**config.mk**
```make
export PLATFORM = sky130hd
export DESIGN_NAME = regfile_mp_flat
export DESIGN_NICKNAME = d
export VERILOG_FILES = /design/src/rtl/regfile_mp_if.sv /design/src/rtl/regfile_mp.sv /design/src/flat_wrapper.sv
export SDC_FILE = /design/constraint.sdc
export NUM_CORES = 2
export LEC_CHECK = 0
export CAP_MARGIN = 20
export CORE_ASPECT_RATIO = 1.75
export CORE_UTILIZATION = 45
export DETAILED_ROUTE_END_ITERATION = 10
export PLACE_DENSITY = 0.71
export SYNTH_ARGS = -nofsm -noshare
export SYNTH_HDL_FRONTEND = slang
export SYNTH_SLANG_ARGS = --single-unit
```
**constraint.sdc**
```tcl
create_clock -name clk -period 7.1 [get_ports clk]
set_input_delay 1.42 -clock clk [delete_from_list [all_inputs] [get_ports clk]]
set_output_delay 1.42 -clock clk [all_outputs]
set_load 0.1 [all_outputs]
```
**src/rtl/regfile_mp_if.sv**
```systemverilog
// Bundle of read, write, issue and scoreboard signals between the core and regfile_mp.
`timescale 1ns/1ps
interface regfile_mp_if #(
  parameter int XLEN  = 32,
  parameter int NREGS = 32,
  parameter int AW    = 5
);
  logic [AW-1:0]    rs1;
  logic [AW-1:0]    rs2;
  logic [XLEN-1:0]  rdata1;
  logic [XLEN-1:0]  rdata2;
  logic             busy1;
  logic             busy2;
  logic             wen0;
  logic [AW-1:0]    waddr0;
  logic [XLEN-1:0]  wdata0;
  logic             wen1;
  logic [AW-1:0]    waddr1;
  logic [XLEN-1:0]  wdata1;
  logic             issue_en;
  logic [AW-1:0]    issue_rd;
  logic [NREGS-1:0] busy_vec;

  modport master (
    output rs1, rs2, wen0, waddr0, wdata0, wen1, waddr1, wdata1, issue_en, issue_rd,
    input  rdata1, rdata2, busy1, busy2, busy_vec
  );

  modport slave (
    input  rs1, rs2, wen0, waddr0, wdata0, wen1, waddr1, wdata1, issue_en, issue_rd,
    output rdata1, rdata2, busy1, busy2, busy_vec
  );
endinterface

```
**src/rtl/regfile_mp.sv**
```systemverilog
// Two-read / two-write RV32 integer register file with per-register busy scoreboard; x0 reads 0.
// Optional same-cycle write forwarding on the read ports when REGFILE_BYPASS_EN is defined.
`timescale 1ns/1ps
module regfile_mp_param_chk #(
  parameter int NREGS = 32,
  parameter int AW    = 5
) ();
  if ((NREGS != (1 << AW)) || (NREGS < 2) || (NREGS > 64)) begin : g_bad_params
    $error("regfile_mp: NREGS must be a power of two in 2..64 equal to 2**AW");
  end
endmodule

module regfile_mp #(
  parameter int XLEN  = 32,
  parameter int NREGS = 32,
  parameter int AW    = 5
) (
  input logic         clk,
  input logic         reset_n,
  regfile_mp_if.slave rf
);

  regfile_mp_param_chk #(.NREGS(NREGS), .AW(AW)) u_param_chk ();

  logic [XLEN-1:0]  regs_r [NREGS];
  logic [NREGS-1:0] busy_r;
  logic [NREGS-1:0] busy_nxt_s;
  logic [NREGS-1:0] we0_s;
  logic [NREGS-1:0] we1_s;
  logic [NREGS-1:0] set_s;
  logic [XLEN:0]    rd1_s;
  logic [XLEN:0]    rd2_s;

`ifdef REGFILE_BYPASS_EN
  // Forward same-cycle write data to one read port; the load port outranks the ALU port.
  function automatic logic [XLEN:0] fwd_read(
    input logic [AW-1:0]   rs,
    input logic [XLEN:0]   arr,
    input logic            en,
    input logic            w1,
    input logic [AW-1:0]   a1,
    input logic [XLEN-1:0] d1,
    input logic            w0,
    input logic [AW-1:0]   a0,
    input logic [XLEN-1:0] d0
  );
    logic [XLEN:0] res;
    if (en && (rs != {AW{1'b0}}) && w1 && (a1 == rs)) begin
      res = {1'b0, d1};
    end else if (en && (rs != {AW{1'b0}}) && w0 && (a0 == rs)) begin
      res = {1'b0, d0};
    end else begin
      res = arr;
    end
    return res;
  endfunction
`endif

  // Per-register write strobes; port 0 is masked wherever port 1 hits the same register.
  always_comb begin
    we0_s = {NREGS{1'b0}};
    we1_s = {NREGS{1'b0}};
    set_s = {NREGS{1'b0}};
    for (int r = 1; r < NREGS; r++) begin
      we1_s[r] = rf.wen1 && (rf.waddr1 == AW'(r));
      we0_s[r] = rf.wen0 && (rf.waddr0 == AW'(r)) && !we1_s[r];
      set_s[r] = rf.issue_en && (rf.issue_rd == AW'(r));
    end
  end

  // Scoreboard next state: issue sets, any write clears, set outranks clear.
  always_comb begin
    busy_nxt_s = {NREGS{1'b0}};
    for (int r = 1; r < NREGS; r++) begin
      if (set_s[r]) begin
        busy_nxt_s[r] = 1'b1;
      end else if (we0_s[r] || we1_s[r]) begin
        busy_nxt_s[r] = 1'b0;
      end else begin
        busy_nxt_s[r] = busy_r[r];
      end
    end
  end

  // Register array update; entry 0 is never written so it stays zero after reset.
  always_ff @(posedge clk or negedge reset_n) begin
    if (!reset_n) begin
      for (int r = 0; r < NREGS; r++) begin
        regs_r[r] <= {XLEN{1'b0}};
      end
    end else begin
      for (int r = 0; r < NREGS; r++) begin
        if (we1_s[r]) begin
          regs_r[r] <= rf.wdata1;
        end else if (we0_s[r]) begin
          regs_r[r] <= rf.wdata0;
        end else begin
          regs_r[r] <= regs_r[r];
        end
      end
    end
  end

  // Busy scoreboard register.
  always_ff @(posedge clk or negedge reset_n) begin
    if (!reset_n) begin
      busy_r <= {NREGS{1'b0}};
    end else begin
      busy_r <= busy_nxt_s;
    end
  end

  assign rf.busy_vec = busy_r;

  // Array lookup for both read ports, {busy, data}; address 0 reads as all zero.
  always_comb begin
    rd1_s = {(XLEN+1){1'b0}};
    rd2_s = {(XLEN+1){1'b0}};
    if (rf.rs1 != {AW{1'b0}}) begin
      rd1_s = {busy_r[rf.rs1], regs_r[rf.rs1]};
    end else begin
      rd1_s = {(XLEN+1){1'b0}};
    end
    if (rf.rs2 != {AW{1'b0}}) begin
      rd2_s = {busy_r[rf.rs2], regs_r[rf.rs2]};
    end else begin
      rd2_s = {(XLEN+1){1'b0}};
    end
  end

  // Drive the read ports, forwarding in-flight writes when the bypass build is selected.
  always_comb begin
`ifdef REGFILE_BYPASS_EN
    {rf.busy1, rf.rdata1} = fwd_read(rf.rs1, rd1_s, reset_n, rf.wen1, rf.waddr1, rf.wdata1,
                                     rf.wen0, rf.waddr0, rf.wdata0);
    {rf.busy2, rf.rdata2} = fwd_read(rf.rs2, rd2_s, reset_n, rf.wen1, rf.waddr1, rf.wdata1,
                                     rf.wen0, rf.waddr0, rf.wdata0);
`else
    {rf.busy1, rf.rdata1} = rd1_s;
    {rf.busy2, rf.rdata2} = rd2_s;
`endif
  end

endmodule

```
**src/flat_wrapper.sv**
```systemverilog
// flat-port wrapper written by rule: the top's interface ports become plain ports
module regfile_mp_flat 
#(
  parameter int XLEN  = 32,
  parameter int NREGS = 32,
  parameter int AW    = 5
)
  (clk, reset_n, rf_rs1, rf_rs2, rf_wen0, rf_waddr0, rf_wdata0, rf_wen1, rf_waddr1, rf_wdata1, rf_issue_en, rf_issue_rd, rf_rdata1, rf_rdata2, rf_busy1, rf_busy2, rf_busy_vec);
  regfile_mp_if #(.XLEN(XLEN), .NREGS(NREGS), .AW(AW)) rf_i ();
  input logic clk;
  input logic reset_n;
  input wire logic [$bits(rf_i.rs1)-1:0] rf_rs1;
  input wire logic [$bits(rf_i.rs2)-1:0] rf_rs2;
  input wire logic [$bits(rf_i.wen0)-1:0] rf_wen0;
  input wire logic [$bits(rf_i.waddr0)-1:0] rf_waddr0;
  input wire logic [$bits(rf_i.wdata0)-1:0] rf_wdata0;
  input wire logic [$bits(rf_i.wen1)-1:0] rf_wen1;
  input wire logic [$bits(rf_i.waddr1)-1:0] rf_waddr1;
  input wire logic [$bits(rf_i.wdata1)-1:0] rf_wdata1;
  input wire logic [$bits(rf_i.issue_en)-1:0] rf_issue_en;
  input wire logic [$bits(rf_i.issue_rd)-1:0] rf_issue_rd;
  output wire logic [$bits(rf_i.rdata1)-1:0] rf_rdata1;
  output wire logic [$bits(rf_i.rdata2)-1:0] rf_rdata2;
  output wire logic [$bits(rf_i.busy1)-1:0] rf_busy1;
  output wire logic [$bits(rf_i.busy2)-1:0] rf_busy2;
  output wire logic [$bits(rf_i.busy_vec)-1:0] rf_busy_vec;
  assign rf_i.rs1 = rf_rs1;
  assign rf_i.rs2 = rf_rs2;
  assign rf_i.wen0 = rf_wen0;
  assign rf_i.waddr0 = rf_waddr0;
  assign rf_i.wdata0 = rf_wdata0;
  assign rf_i.wen1 = rf_wen1;
  assign rf_i.waddr1 = rf_waddr1;
  assign rf_i.wdata1 = rf_wdata1;
  assign rf_i.issue_en = rf_issue_en;
  assign rf_i.issue_rd = rf_issue_rd;
  assign rf_rdata1 = rf_i.rdata1;
  assign rf_rdata2 = rf_i.rdata2;
  assign rf_busy1 = rf_i.busy1;
  assign rf_busy2 = rf_i.busy2;
  assign rf_busy_vec = rf_i.busy_vec;
  regfile_mp #(.XLEN(XLEN), .NREGS(NREGS), .AW(AW)) u_core (.clk(clk), .reset_n(reset_n), .rf(rf_i));
endmodule
```
== After elaboration in Yosys (flattened, before gate mapping) ==
Index checks and enable logic that the tools add are counted.

* Register bits: 1,023
* Bits in latches: 0
* Bits in writable memories: 0
* Memory bits (read-only): 0
* Output and inout bits: 98
* Word-level logic and storage cells: 547
* Memories kept: 0

* $add $sub $neg: 0
* Multiply operators: 0
* Div/mod/pow operators: 0
* Magnitude comparators: 4
* Equality and inequality tests: 93
* Shifts and indexed selects: 0
* Multiplexer cells: 136
* Bitwise gates (word level): 2
* Reduce and logical (&&, ||, !) cells: 250

{| class="wikitable"
|+ Operators by type and width
! operator !! count
|-
| 32-bit two-way mux || 66
|-
| 32-bit binary-select mux with 5-bit select || 2
|-
| 5-bit == test, second input constant || 48
|-
| 1-bit logical AND || 124
|-
| 2-bit nonzero test || 62
|-
| 5-bit by 4-bit == test with 1-bit output, second input constant || 24
|-
| 33-bit two-way mux || 2
|-
| 1-bit two-way mux || 64
|-
| 5-bit by 3-bit == test with 1-bit output, second input constant || 12
|-
| 1-bit zero test || 31
|-
| 1-bit logical OR || 31
|-
| 5-bit by 2-bit == test with 1-bit output, second input constant || 6
|-
| 5-bit by 1-bit == test with 1-bit output, second input constant || 3
|-
| 6-bit >= comparator, second input constant || 2
|-
| 5-bit by 6-bit < comparator with 1-bit output, second input constant || 2
|-
| 5-bit inverter with 6-bit output || 2
|-
| 1-bit binary-select mux with 5-bit select || 2
|-
| 5-bit nonzero test || 2
|}

== Depth between registers and ports, before layout ==
* Word-level depth: 7
* Mapped depth: 10

== Least setup slack after synthesis ==
OpenSTA, ideal clock, no wires.

* Path kind: input -> output
* Start: input port rf_rs1[0]
* End: output port rf_rdata1[2]
* Data arrival time: 4,870 ps
* Required time: 5,680 ps
* Path slack: 810 ps
* Stages on the path: 8
* Path buffers: 4
* Path through: buf_4 -> buf_2 -> buf_4 -> buf_2 -> a22oi_1 -> a211oi_1 -> nor2_1 -> a221oi_1

* Cells in the longest elaborated chain, start to end: 5

{| class="wikitable"
|+ Ends and longest elaborated chain
! what !! line !! source
|-
| start: declaration || flat_wrapper.sv:12 || <nowiki>input wire logic [$bits(rf_i.rs1)-1:0] rf_rs1;</nowiki>
|-
| 5-bit inverter with 6-bit output (implied by the code) || regfile_mp.sv:120 || <nowiki>rd1_s = {busy_r[rf.rs1], regs_r[rf.rs1]};</nowiki>
|-
| 32-bit binary-select mux with 5-bit select || regfile_mp.sv:120 ||
|-
| 32-bit two-way mux (implied by the code) (2 in series) || regfile_mp.sv:120 ||
|-
| 33-bit two-way mux * || regfile_mp.sv:119 || <nowiki>if (rf.rs1 != {AW{1'b0}}) begin</nowiki>
|-
| end: declaration || flat_wrapper.sv:22 || <nowiki>output wire logic [$bits(rf_i.rdata1)-1:0] rf_rdata1;</nowiki>
|}

Every way passes the cells marked *; elsewhere a longest branch is shown, timed or not. The select of a mux whose other input is x is not followed.

== Worst setup path after layout ==
* Start: input port rf_rs1[1]
* End: output port rf_rdata1[14]

Same word-level chain as after synthesis.

==> metrics.csv <==
metric;value;unit
status;completed;
fillcell total;12338;
Die Span X;287;um
GRT Util Overall;35.8;%
Cell Area, Synth;64100;sq um
Post-DRT Antenna Nets;0;
synth warn;0;
routed len/inst;32.4;um
WP data arrival;4460;ps
Num CTS Buffers;106;
Max FO, Critical Path;50;
unrepaired setup endpoints after global routing;no;
Via-to-Cell Ratio;6.90;
post-detailed-routing wire length;261000;um
Post-DP HPWL;152000;um
max_slew headroom;16.7;%
Post-synth ARST share;100;%
1st-iter DRT viols;8298;
Peak VDD IR;0.293;mV
Post-synth EDFFs;0;
Die ar.;144000;sq um
worst slack, placed;1310;ps
post-synth cell types;50;
Most used DFF post-synth;dfrtp_1;
setup ws final;1220;ps
worst endpoint required time;5680;ps
Fin. Hold Viols;0;
vias in the first global route;54109;
Clock transition at path regs;60;ps
Final min period;5880;ps
Clock Tree Buf Depth;3;
Area Growth Syn to Fin;12.6;%
GRT overflow;0;
pwr/cell area;292;nW/um^2
largest net degree at the start of global routing;180;
H-tree levels;3;
Final Setup Violations;0;
syn_nets;6421;
layout cells sized above 1;16.5;%
GPL Wtd Cong;0.927;
CTS Root Buffer Type;clkbuf_16;
slew at the pin with the worst max-slew slack;1250;ps
hold_buf cts;0;
via count;55575;
synth cell count leaders;mux2i_1, dfrtp_1, nand2_1;
Mapped Cells;6327;
Core Area;141000;sq um
Post-CTS Resized;0;
Yosys top cell by area;dfrtp_1;
crit start category;primary input;
chip height;501;um
fmax;0.170;GHz
Starting Density;45.5;%
Row Count;182;
first-pass GRT wire length;375000;um
Max Transition Viols Final;0;
worst hold path class;reg2reg;
DRT Pass-1 Iters;6;
Area contributors post-synth;dfrtp_1, mux2i_1, mux4_2, a21oi_1, nand2_1;
Hold WS;584;ps
critical path type;in2out;
Setup TNS Final;0;ps
flops & latches, synth;1023;
number of remaining DRC errors;0;
post-CTS setup repair buffer count;0;
most common cell in the synthesized netlist;mux2i_1;
Core Util, Final;51.3;%
initial antenna violation count;34;
synthesized area per cell;10.1;sq um
CTS tree;yes;
MaxCap Viol Count;0;
Worst Skew;0;ps
leakage dissipation;31.1;nW
final period utilization;82.8;%
top-area cell type share of the netlist area;39.9;%
# IOs;192;
CP endpoint kind;output pin;
sequential share of the synthesized area;39.9;%
insertion delay to the later sink of the worst-skew pair;730;ps
# clock sinks;1023;
NumNets Final;6205;
Port Buf Inserts;190;
logic make-up after synthesis:
kind of cell	Yosys count	share of synthesized area [%]
buffers and inverters	735	4.91
other	1	0.00585
AND/OR/NAND/NOR	1564	9.88
multiplexers	1617	33.6
AO/OA/AOI/OAI	1387	11.7
flip-flops	1023	39.9
state kept, by name, indices dropped and copies added (netlist names):
register,flops
u_core.regs_r,992
u_core.rf.busy_vec,31
power by group:
group / switching (mW) / leakage (nW) / internal (mW)
combinational: 3.42 / 16.9 / 2.90
sequential: 1.40 / 12.5 / 7.38
clock: 2.58 / 1.78 / 3.41
through the flow:
step	cell area (sq um)	cells	power, mW
detailed placement	67800	7811	14.9
finish	72300	8060	21.1
floorplan	64100	6327	12.9
global placement	67400	7794	14.6
CTS	71400	8007	20.8
global route	72200	8053	21.8
cells in the final DEF, fill, tap and decap left out, types with 48 or more instances in the layout:
cell type	count
a21oi_1	659
buf_12	60
buf_4	176
clkbuf_16	111
clkdlybuf4s50_1	113
dfrtp_1	1023
mux2_2	65
mux2i_1	1130
mux4_2	422
nand2_1	752
nor2_1	578
nor2b_1	52
o21ai_0	501
o21ai_1	48
worst paths after layout:
path                                             start                      to  slack, ps  cells after the start
worst max-delay path                         rf_rs1[1]           rf_rdata1[14]       1220                      7
worst min-delay path                u_core.regs_r[720]      u_core.regs_r[720]        580                      2
worst max register to register  u_core.rf.busy_vec[17]  u_core.rf.busy_vec[17]       6190                      1
worst min register to register      u_core.regs_r[720]      u_core.regs_r[720]        580                      2
max in group asynchronous                      reset_n      u_core.regs_r[698]       4670                      2
min in group asynchronous                      reset_n      u_core.regs_r[105]        760                      1
cell type report:
cell class / instances / area, sq um / area share, %
tap: 1840 / 2300 / 3.19
clock buffer: 148 / 3020 / 4.18
inverter: 9 / 36.3 / 0.0502
timing repair buffer: 402 / 4830 / 6.69
clock inverter: 48 / 593 / 0.821
multi-input combinational: 4569 / 35800 / 49.6
antenna: 21 / 52.6 / 0.0727
sequential: 1023 / 25600 / 35.4
metal layers:
layer	share of wire (%)	routed length (um)	vias to the layer above	GRT usage, %
met3	14	36400	1232	12.2
li1	-	-	22382	-
met2	44	114000	4719	52.3
met4	8.8	23100	12	28.3
met1	33	87400	27230	42.9
met5	0.034	89	-	0
critical path, cell delays in order:
cell,delay [ps]
buf_8,390
nor2b_4,950
a221oi_1,240
nor3_1,190
a311oi_1,70
a31oi_1,840
buf_12,270
Note: power is estimated with default switching activity, not from simulation.
